$ cat src/rtl/mips_pkg.sv
// Shared MIPS definitions: opcode/funct constants, NOP encoding, fetch FSM
// states and the IF/ID register payload.
package mips_pkg;

  localparam logic [5:0] OP_RTYPE   = 6'h00;
  localparam logic [5:0] OP_J       = 6'h02;
  localparam logic [5:0] OP_JAL     = 6'h03;
  localparam logic [5:0] OP_BEQ     = 6'h04;
  localparam logic [5:0] OP_BNE     = 6'h05;
  localparam logic [5:0] OP_LW      = 6'h23;
  localparam logic [5:0] OP_SW      = 6'h2b;
  localparam logic [5:0] FUNCT_SLL  = 6'h00;
  localparam logic [5:0] FUNCT_JR   = 6'h08;
  localparam logic [5:0] FUNCT_ADD  = 6'h20;

  // sll $0,$0,0 -- the bubble word
  localparam logic [31:0] NOP_INSTR = 32'h0000_0000;

  typedef enum logic [1:0] {
    BOOT  = 2'd0,
    FETCH = 2'd1,
    WAIT  = 2'd2
  } fetch_state_t;

  typedef struct packed {
    logic [31:0] instr;
    logic [31:0] pcplus4;
    logic        valid;
  } if_id_t;

endpackage

$ cat src/rtl/fetch_stage_if.sv
// Instruction-memory request/response bus between the fetch stage and imem.
interface fetch_stage_if;
  logic        imem_req;
  logic [31:0] imem_addr;
  logic [31:0] imem_rdata;
  logic        imem_ready;

  modport master (output imem_req, imem_addr, input  imem_rdata, imem_ready);
  modport slave  (input  imem_req, imem_addr, output imem_rdata, imem_ready);
endinterface

$ cat src/rtl/fetch_stage_if_id_reg.sv
// Pipeline register with hold (en=0) and synchronous bubble clear (clr=1).
module if_id_reg #(
  parameter int W = 32
) (
  input  logic         clk,
  input  logic         reset_n,
  input  logic         en,
  input  logic         clr,
  input  logic [W-1:0] d,
  output logic [W-1:0] q
);

  logic [W-1:0] q_d, q_q;

  always_comb begin
    q_d = q_q;
    if (en) q_d = clr ? '0 : d;
  end

  always_ff @(posedge clk) begin
    if (!reset_n) q_q <= '0;
    else          q_q <= q_d;
  end

  assign q = q_q;

endmodule

$ cat src/rtl/fetch_stage.sv
// MIPS instruction-fetch stage: PC, imem request FSM and IF/ID register.
// Define FETCH_DELAY_SLOT_EN to honour the branch delay slot on redirect.
module fetch_stage
  import mips_pkg::*;
#(
  parameter logic [31:0] RESET_PC = 32'h0000_0000
) (
  input  logic                 clk,
  input  logic                 reset_n,
  input  logic                 stall_d,
  input  logic                 redirect,
  input  logic [31:0]          redirect_pc,
  fetch_stage_if.master        imem,
  output logic [31:0]          instr_d,
  output logic [31:0]          pcplus4_d,
  output logic                 valid_d,
  output logic [5:0]           op_d,
  output logic [5:0]           funct_d
);

  fetch_state_t state_q, state_d;
  logic [31:0]  pc_q, pc_d;
  logic [31:0]  pc_plus4, redir_tgt;
  logic         req, fire, load;
  if_id_t       ifid_in, ifid_q;

`ifdef FETCH_DELAY_SLOT_EN
  logic         pend_q, pend_d;
  logic [31:0]  pend_pc_q, pend_pc_d;
`endif

  assign pc_plus4  = pc_q + 32'd4;
  assign redir_tgt = redirect_pc & ~32'h3;
  assign fire      = req & imem.imem_ready & ~stall_d;

  always_ff @(posedge clk) begin
    if (!reset_n) state_q <= BOOT;
    else          state_q <= state_d;
  end

  always_comb begin
    state_d = state_q;
    case (state_q)
      BOOT:    state_d = FETCH;
      FETCH:   state_d = imem.imem_ready ? FETCH : WAIT;
      WAIT:    state_d = imem.imem_ready ? FETCH : WAIT;
      default: state_d = BOOT;
    endcase
  end

  always_comb begin
    req = (state_q != BOOT);
  end

  // PC sequencing; stall freezes everything, including a pending target
  always_comb begin
    pc_d = pc_q;
    load = 1'b0;
`ifdef FETCH_DELAY_SLOT_EN
    pend_d    = pend_q;
    pend_pc_d = pend_pc_q;
    if (!stall_d) begin
      if (fire) begin
        load   = 1'b1;
        pend_d = 1'b0;
        if (redirect)    pc_d = redir_tgt;
        else if (pend_q) pc_d = pend_pc_q;
        else             pc_d = pc_plus4;
      end else if (redirect) begin
        pend_d    = 1'b1;
        pend_pc_d = redir_tgt;
      end
    end
`else
    if (!stall_d) begin
      if (redirect) begin
        pc_d = redir_tgt;
      end else if (fire) begin
        load = 1'b1;
        pc_d = pc_plus4;
      end
    end
`endif
  end

  always_ff @(posedge clk) begin
    if (!reset_n) pc_q <= RESET_PC;
    else          pc_q <= pc_d;
  end

`ifdef FETCH_DELAY_SLOT_EN
  always_ff @(posedge clk) begin
    if (!reset_n) begin
      pend_q    <= 1'b0;
      pend_pc_q <= '0;
    end else begin
      pend_q    <= pend_d;
      pend_pc_q <= pend_pc_d;
    end
  end
`endif

  assign ifid_in = '{instr: imem.imem_rdata, pcplus4: pc_plus4, valid: 1'b1};

  if_id_reg #(.W($bits(if_id_t))) u_if_id (
    .clk     (clk),
    .reset_n (reset_n),
    .en      (~stall_d),
    .clr     (~load),
    .d       (ifid_in),
    .q       (ifid_q)
  );

  assign imem.imem_req  = req;
  assign imem.imem_addr = pc_q;
  assign instr_d        = ifid_q.instr;
  assign pcplus4_d      = ifid_q.pcplus4;
  assign valid_d        = ifid_q.valid;
  assign op_d           = ifid_q.instr[31:26];
  assign funct_d        = ifid_q.instr[5:0];

endmodule

$ cat src/flat_wrapper.sv
// flat-port wrapper written by rule: the top's interface ports become plain ports
module fetch_stage_flat import mips_pkg::*;
#(
  parameter logic [31:0] RESET_PC = 32'h0000_0000
)
  (clk, reset_n, stall_d, redirect, redirect_pc, instr_d, pcplus4_d, valid_d, op_d, funct_d, imem_imem_req, imem_imem_addr, imem_imem_rdata, imem_imem_ready);
  fetch_stage_if imem_i ();
  input  logic clk;
  input  logic reset_n;
  input  logic stall_d;
  input  logic redirect;
  input  logic [31:0] redirect_pc;
  output logic [31:0] instr_d;
  output logic [31:0] pcplus4_d;
  output logic valid_d;
  output logic [5:0] op_d;
  output logic [5:0] funct_d;
  output wire logic [$bits(imem_i.imem_req)-1:0] imem_imem_req;
  output wire logic [$bits(imem_i.imem_addr)-1:0] imem_imem_addr;
  input wire logic [$bits(imem_i.imem_rdata)-1:0] imem_imem_rdata;
  input wire logic [$bits(imem_i.imem_ready)-1:0] imem_imem_ready;
  assign imem_imem_req = imem_i.imem_req;
  assign imem_imem_addr = imem_i.imem_addr;
  assign imem_i.imem_rdata = imem_imem_rdata;
  assign imem_i.imem_ready = imem_imem_ready;
  fetch_stage #(.RESET_PC(RESET_PC)) u_core (.clk(clk), .reset_n(reset_n), .stall_d(stall_d), .redirect(redirect), .redirect_pc(redirect_pc), .imem(imem_i), .instr_d(instr_d), .pcplus4_d(pcplus4_d), .valid_d(valid_d), .op_d(op_d), .funct_d(funct_d));
endmodule
$ cat config.mk
export PLATFORM = sky130hd
export DESIGN_NAME = fetch_stage_flat
export DESIGN_NICKNAME = d
export VERILOG_FILES = /design/src/rtl/mips_pkg.sv /design/src/rtl/fetch_stage_if.sv /design/src/rtl/fetch_stage_if_id_reg.sv /design/src/rtl/fetch_stage.sv /design/src/flat_wrapper.sv
export SDC_FILE = /design/constraint.sdc
export NUM_CORES = 1
export LEC_CHECK = 0
export ABC_CLOCK_PERIOD_IN_PS = 5000
export CORE_MARGIN = 2
export CORE_UTILIZATION = 30
export DETAILED_ROUTE_END_ITERATION = 16
export PLACE_DENSITY = 0.61
export SLEW_MARGIN = 20
export SYNTH_ARGS = -nofsm -noshare
export SYNTH_HDL_FRONTEND = slang
export SYNTH_HIERARCHICAL = 1
export SYNTH_SLANG_ARGS = --single-unit
$ cat constraint.sdc
create_clock -name clk -period 5 [get_ports clk]
set_input_delay 1.25 -clock clk [delete_from_list [all_inputs] [get_ports clk]]
set_output_delay 1.25 -clock clk [all_outputs]
set_load 0.02 [all_outputs]
==> report_table.html <==
<table>
<tr><th>Metric</th><th>Value</th></tr>
<tr><th colspan="2">Floorplan</th></tr>
<tr><td>Effective utilization at floorplan</td><td>30.6%</td></tr>
<tr><td>I/O pin total</td><td>179</td></tr>
<tr><td>Die boundary height</td><td>134 um</td></tr>
<tr><td>Overall die width</td><td>134 um</td></tr>
<tr><td>Std cell rows</td><td>47</td></tr>
<tr><td>Area enclosed by the die boundary</td><td>17800 um2</td></tr>
<tr><td>Area of the placeable core</td><td>16500 um2</td></tr>
<tr><th colspan="2">Drt</th></tr>
<tr><td>Drt wl/cell</td><td>15.3 um</td></tr>
<tr><td>Routed length on met2</td><td>6410 um</td></tr>
<tr><td>Routed WL</td><td>15100 um</td></tr>
<tr><td>First DRT Iteration DRCs</td><td>330</td></tr>
<tr><td>Number of detailed-routing iterations run before antenna repair</td><td>5</td></tr>
<tr><td>Detail-routed via count per cell</td><td>4.87</td></tr>
<tr><td>Routed wl met3</td><td>939 um</td></tr>
<tr><td>Met1 routed wirelength after detailed routing</td><td>7580 um</td></tr>
<tr><td>Via count</td><td>4799</td></tr>
<tr><td>Highest routed metal layer</td><td>met4</td></tr>
<tr><td>Remaining routing DRC violations</td><td>0</td></tr>
<tr><td>Antenna Violating Nets Remaining</td><td>0</td></tr>
<tr><th colspan="2">Clock network</th></tr>
<tr><td>Clock sink total</td><td>97</td></tr>
<tr><td>Max H-tree Level</td><td>3</td></tr>
<tr><td>Clock buffers created by TritonCTS</td><td>9</td></tr>
<tr><td>Worst-Skew Late Latency</td><td>0.34 ns</td></tr>
<tr><td>Clock transition at the registers of the reported paths</td><td>0.07 ns</td></tr>
<tr><td>Hold buffer count at cts</td><td>0</td></tr>
<tr><td>Maximum clock insertion buffer count</td><td>2</td></tr>
<tr><td>Clock tree from TritonCTS</td><td>yes</td></tr>
<tr><td>Post-CTS setup buffer count</td><td>0</td></tr>
<tr><td>Buffer type at the clock tree root</td><td>clkbuf_16</td></tr>
<tr><td>Number of instances resized during post-cts repair</td><td>0</td></tr>
<tr><th colspan="2">Critical path</th></tr>
<tr><td>Data arrival, critical path</td><td>3.56 ns</td></tr>
<tr><td>Critical path required time</td><td>5.27 ns</td></tr>
<tr><td>Worst Setup Start Kind</td><td>input pin</td></tr>
<tr><td>CP max-delay cell</td><td>nand2b_2</td></tr>
<tr><td>Top delay family on crit path</td><td>buffers and inverters</td></tr>
<tr><td>Buffering stage count on the worst path with inverters included</td><td>3</td></tr>
<tr><td>Reg-to-reg startpoint</td><td>u_core/state_q[0]</td></tr>
<tr><td>Count of cell instances traversed by the critical path</td><td>8</td></tr>
<tr><td>Critical path capture point type</td><td>register</td></tr>
<tr><td>Ordered list of cells on the worst path</td><td>clkdlybuf4s50_1 &gt; nor2b_1 &gt; o21ai_2 &gt; nor2_1 &gt; inv_1 &gt; nand2b_2 &gt; buf_4 &gt; o21ai_1</td></tr>
<tr><td>Biggest cell delay along the critical path</td><td>0.58 ns</td></tr>
<tr><td>Endpoint of the lowest-slack register-to-register path</td><td>u_core/u_if_id/q[7]</td></tr>
<tr><td>Category of the most critical setup path</td><td>input pin to register</td></tr>
<tr><td>R2R cell count</td><td>9</td></tr>
<tr><td>R2r setup slk</td><td>2.51 ns</td></tr>
<tr><td>Peak fanout along the critical path</td><td>37</td></tr>
<tr><th colspan="2">Synth</th></tr>
<tr><td>Cell area after technology mapping</td><td>5030 um2</td></tr>
<tr><td>Sequential area share after synthesis</td><td>38.6%</td></tr>
<tr><td>Cells after Synth</td><td>634</td></tr>
<tr><td>Number of enable flip-flop cells after synthesis</td><td>0</td></tr>
<tr><td>Post-synthesis cell type count</td><td>53</td></tr>
<tr><td>Most common flop cell mapped by yosys</td><td>dfxtp_1</td></tr>
<tr><td>Share of async-settable or async-resettable flops after synthesis</td><td>0%</td></tr>
<tr><td>Yosys warnings</td><td>6</td></tr>
<tr><td>Avg Cell Area, Syn</td><td>7.94 um2</td></tr>
<tr><td>Flops &amp; latches, synth</td><td>97</td></tr>
<tr><th colspan="2">STA</th></tr>
<tr><td>Sum of negative setup slack</td><td>0 ns</td></tr>
<tr><td>Tightest slew margin relative to the limit</td><td>39.1%</td></tr>
<tr><td>Final setup fails</td><td>0</td></tr>
<tr><td>Final cycle utilization of the critical path</td><td>65.7%</td></tr>
<tr><td>Unrepaired setup endpoints after global routing</td><td>no</td></tr>
<tr><td>Max-slew violations</td><td>0</td></tr>
<tr><td>Final critical delay including setup and external delays</td><td>3.29 ns</td></tr>
<tr><td>Upper clock frequency limit</td><td>304 MHz</td></tr>
<tr><td>Post-Route Skew</td><td>0.00786 ns</td></tr>
<tr><td>Tightest Pin Transition</td><td>0.913 ns</td></tr>
<tr><td>Final Hold Vio Count</td><td>0</td></tr>
<tr><th colspan="2">Min path</th></tr>
<tr><td>Worst hold endpoint</td><td>u_core/u_if_id/q[19]</td></tr>
<tr><td>Type of the most critical hold path</td><td>register to register</td></tr>
<tr><td>Count of cells along the worst hold path</td><td>2</td></tr>
<tr><td>HP Start</td><td>u_core/u_if_id/q[19]</td></tr>
<tr><th colspan="2">Placed design</th></tr>
<tr><td>Routability congestion estimate</td><td>0.801</td></tr>
<tr><td>Final HPWL DP</td><td>10400 um</td></tr>
<tr><td>IO buf count</td><td>174</td></tr>
<tr><th colspan="2">Power</th></tr>
<tr><td>Worst vdd ir</td><td>148 uV</td></tr>
<tr><td>P per Cell Area</td><td>260 nW/um2</td></tr>
<tr><td>Leakage power</td><td>2.52 nW</td></tr>
<tr><th colspan="2">Finish</th></tr>
<tr><td>Number of nets in the layout</td><td>832</td></tr>
<tr><td>Number of diodes added for antenna fixing</td><td>0</td></tr>
<tr><td>Commonest cells after routing, fill and taps aside</td><td>172 x clkdlybuf4s50_1, 103 x nand2_1, 97 x dfxtp_1, 65 x nand3b_1, 64 x o21ai_1</td></tr>
<tr><td>Core occupancy in the finished layout</td><td>42.9%</td></tr>
<tr><td>Fraction of layout cells with a size suffix above 1</td><td>4.71%</td></tr>
<tr><td>Most frequent standard cell in the layout excluding fill and tap cells</td><td>clkdlybuf4s50_1</td></tr>
<tr><td>Area growth from synthesis to layout</td><td>40.4%</td></tr>
<tr><th colspan="2">Run</th></tr>
<tr><td>Reported max-cap violation count</td><td>0</td></tr>
<tr><th colspan="2">Global route</th></tr>
<tr><td>First-pass GRT wire length</td><td>23800 um</td></tr>
<tr><td>Global-route congestion overflow total</td><td>0</td></tr>
<tr><td>Initial antenna violation count</td><td>0</td></tr>
<tr><td>Via count of the first global-routing pass</td><td>4322</td></tr>
<tr><td>All-Layer GR Usage</td><td>16.6%</td></tr>
<tr><td>Pin count of the biggest net entering global routing</td><td>81</td></tr>
<tr><th colspan="2">Status</th></tr>
<tr><td>Outcome</td><td>finished, final reports clean</td></tr>
</table>
## power by group
part           switching (mW)  total [mW]  internal, mW
Clock                   0.300       0.736         0.436
Sequential             0.0315       0.825         0.794
Combinational           0.141       0.272         0.131
## area by class of cell
class / instances / area, um2
Fill cell: 1684 / 9400
Multi-Input combinational cell: 460 / 2700
Sequential cell: 97 / 1940
Timing Repair Buffer: 182 / 1790
Tap cell: 220 / 275
Clock buffer: 10 / 229
Clock inverter: 6 / 82.6
Inverter: 10 / 37.5
## cells in the mapped netlist, drive strengths merged, types with 2 or more instances
master	n	share of area (%)
and3	7	0.87
o211ai	4	0.60
nand3	23	2.3
ha	3	0.75
nand2b	3	0.37
and2	2	0.25
a31oi	7	0.87
nand3b	65	9.7
nor2	34	2.5
a32o	2	0.40
xor2	12	2.1
and4	2	0.35
nor2b	2	0.25
dfxtp	97	39
conb	2	0.15
nand2	104	7.9
a22o	3	0.52
a211oi	2	0.30
o31ai	3	0.45
a22oi	8	1.2
o21a	2	0.30
xnor2	16	2.8
nor4	8	1.5
mux2i	3	0.60
nor3	9	1.1
inv	10	0.75
o21ai	83	8.3
a21oi	14	1.4
buf	46	5.5
o41ai	3	0.52
or3	4	0.50
nand4	15	2.4
clkbuf	24	1.8
o211a	2	0.40
## metal layers
| layer | track usage [%] | vias to the layer above |
|---|---|---|
| met5 | 0 | - |
| met4 | 4.96 | 0 |
| met3 | 3.23 | 11 |
| met2 | 24.3 | 162 |
| met1 | 24.6 | 2171 |
| li1 | - | 2455 |
## registers in the layout, summed over array words and instances (netlist names)
| register | flops |
|---|---|
| u_core/imem.imem_addr | 30 |
| u_core/state_q | 2 |
| u_core/u_if_id/q | 65 |
## cell families (layout without fill, tap and decap cells)
group | after synthesis | count (layout) | synth area share, %
AO/OA/AOI/OAI | 139 | 139 | 16.3
XOR/XNOR | 28 | 28 | 4.87
adder cells (fa/ha/maj) | 3 | 3 | 0.746
buffers and inverters | 80 | 208 | 8.03
flip-flops | 97 | 97 | 38.6
multiplexers | 3 | 3 | 0.597
other | 2 | 5 | 0.149
AND/OR/NAND/NOR | 282 | 282 | 30.7
## worst reg2reg max path, stage by stage (launching register included)
cell and delay, ns:
dfxtp_1 0.35, inv_1 0.05, ha_1 0.22, nor2b_1 0.21, o21ai_2 0.10, nor2_1 0.16
inv_1 0.13, nand2b_2 0.58, buf_4 0.45, o21ai_1 0.16
## how the worst max path moves through the flow
| stage | startpoint | endpoint | slack (ns) |
|---|---|---|---|
| floorplan | imem_imem_ready | u_core/imem.imem_addr[11] | 2.49 |
| global placement | imem_imem_ready | u_core/u_if_id/q[26] | 1.29 |
| detailed placement | imem_imem_ready | u_core/u_if_id/q[6] | 1.29 |
| CTS | imem_imem_ready | u_core/u_if_id/q[6] | 1.65 |
| global route | imem_imem_ready | u_core/u_if_id/q[4] | 1.49 |
| finish | imem_imem_ready | u_core/u_if_id/q[7] | 1.71 |
## per-stage QoR
stage	hold slack, ns	power, mW	setup WS [ns]	area, um2	std cells
2_1_floorplan	0.530	0.989	2.49	5040	637
3_3_place_gp	0.460	1.11	1.29	6750	969
3_5_place_dp	0.464	1.12	1.29	6750	969
4_1_cts	0.474	1.86	1.65	7060	985
5_1_grt	0.490	1.91	1.49	7060	985
6_report	0.472	1.83	1.71	7060	985
Note: power is estimated with default switching activity, not from simulation.
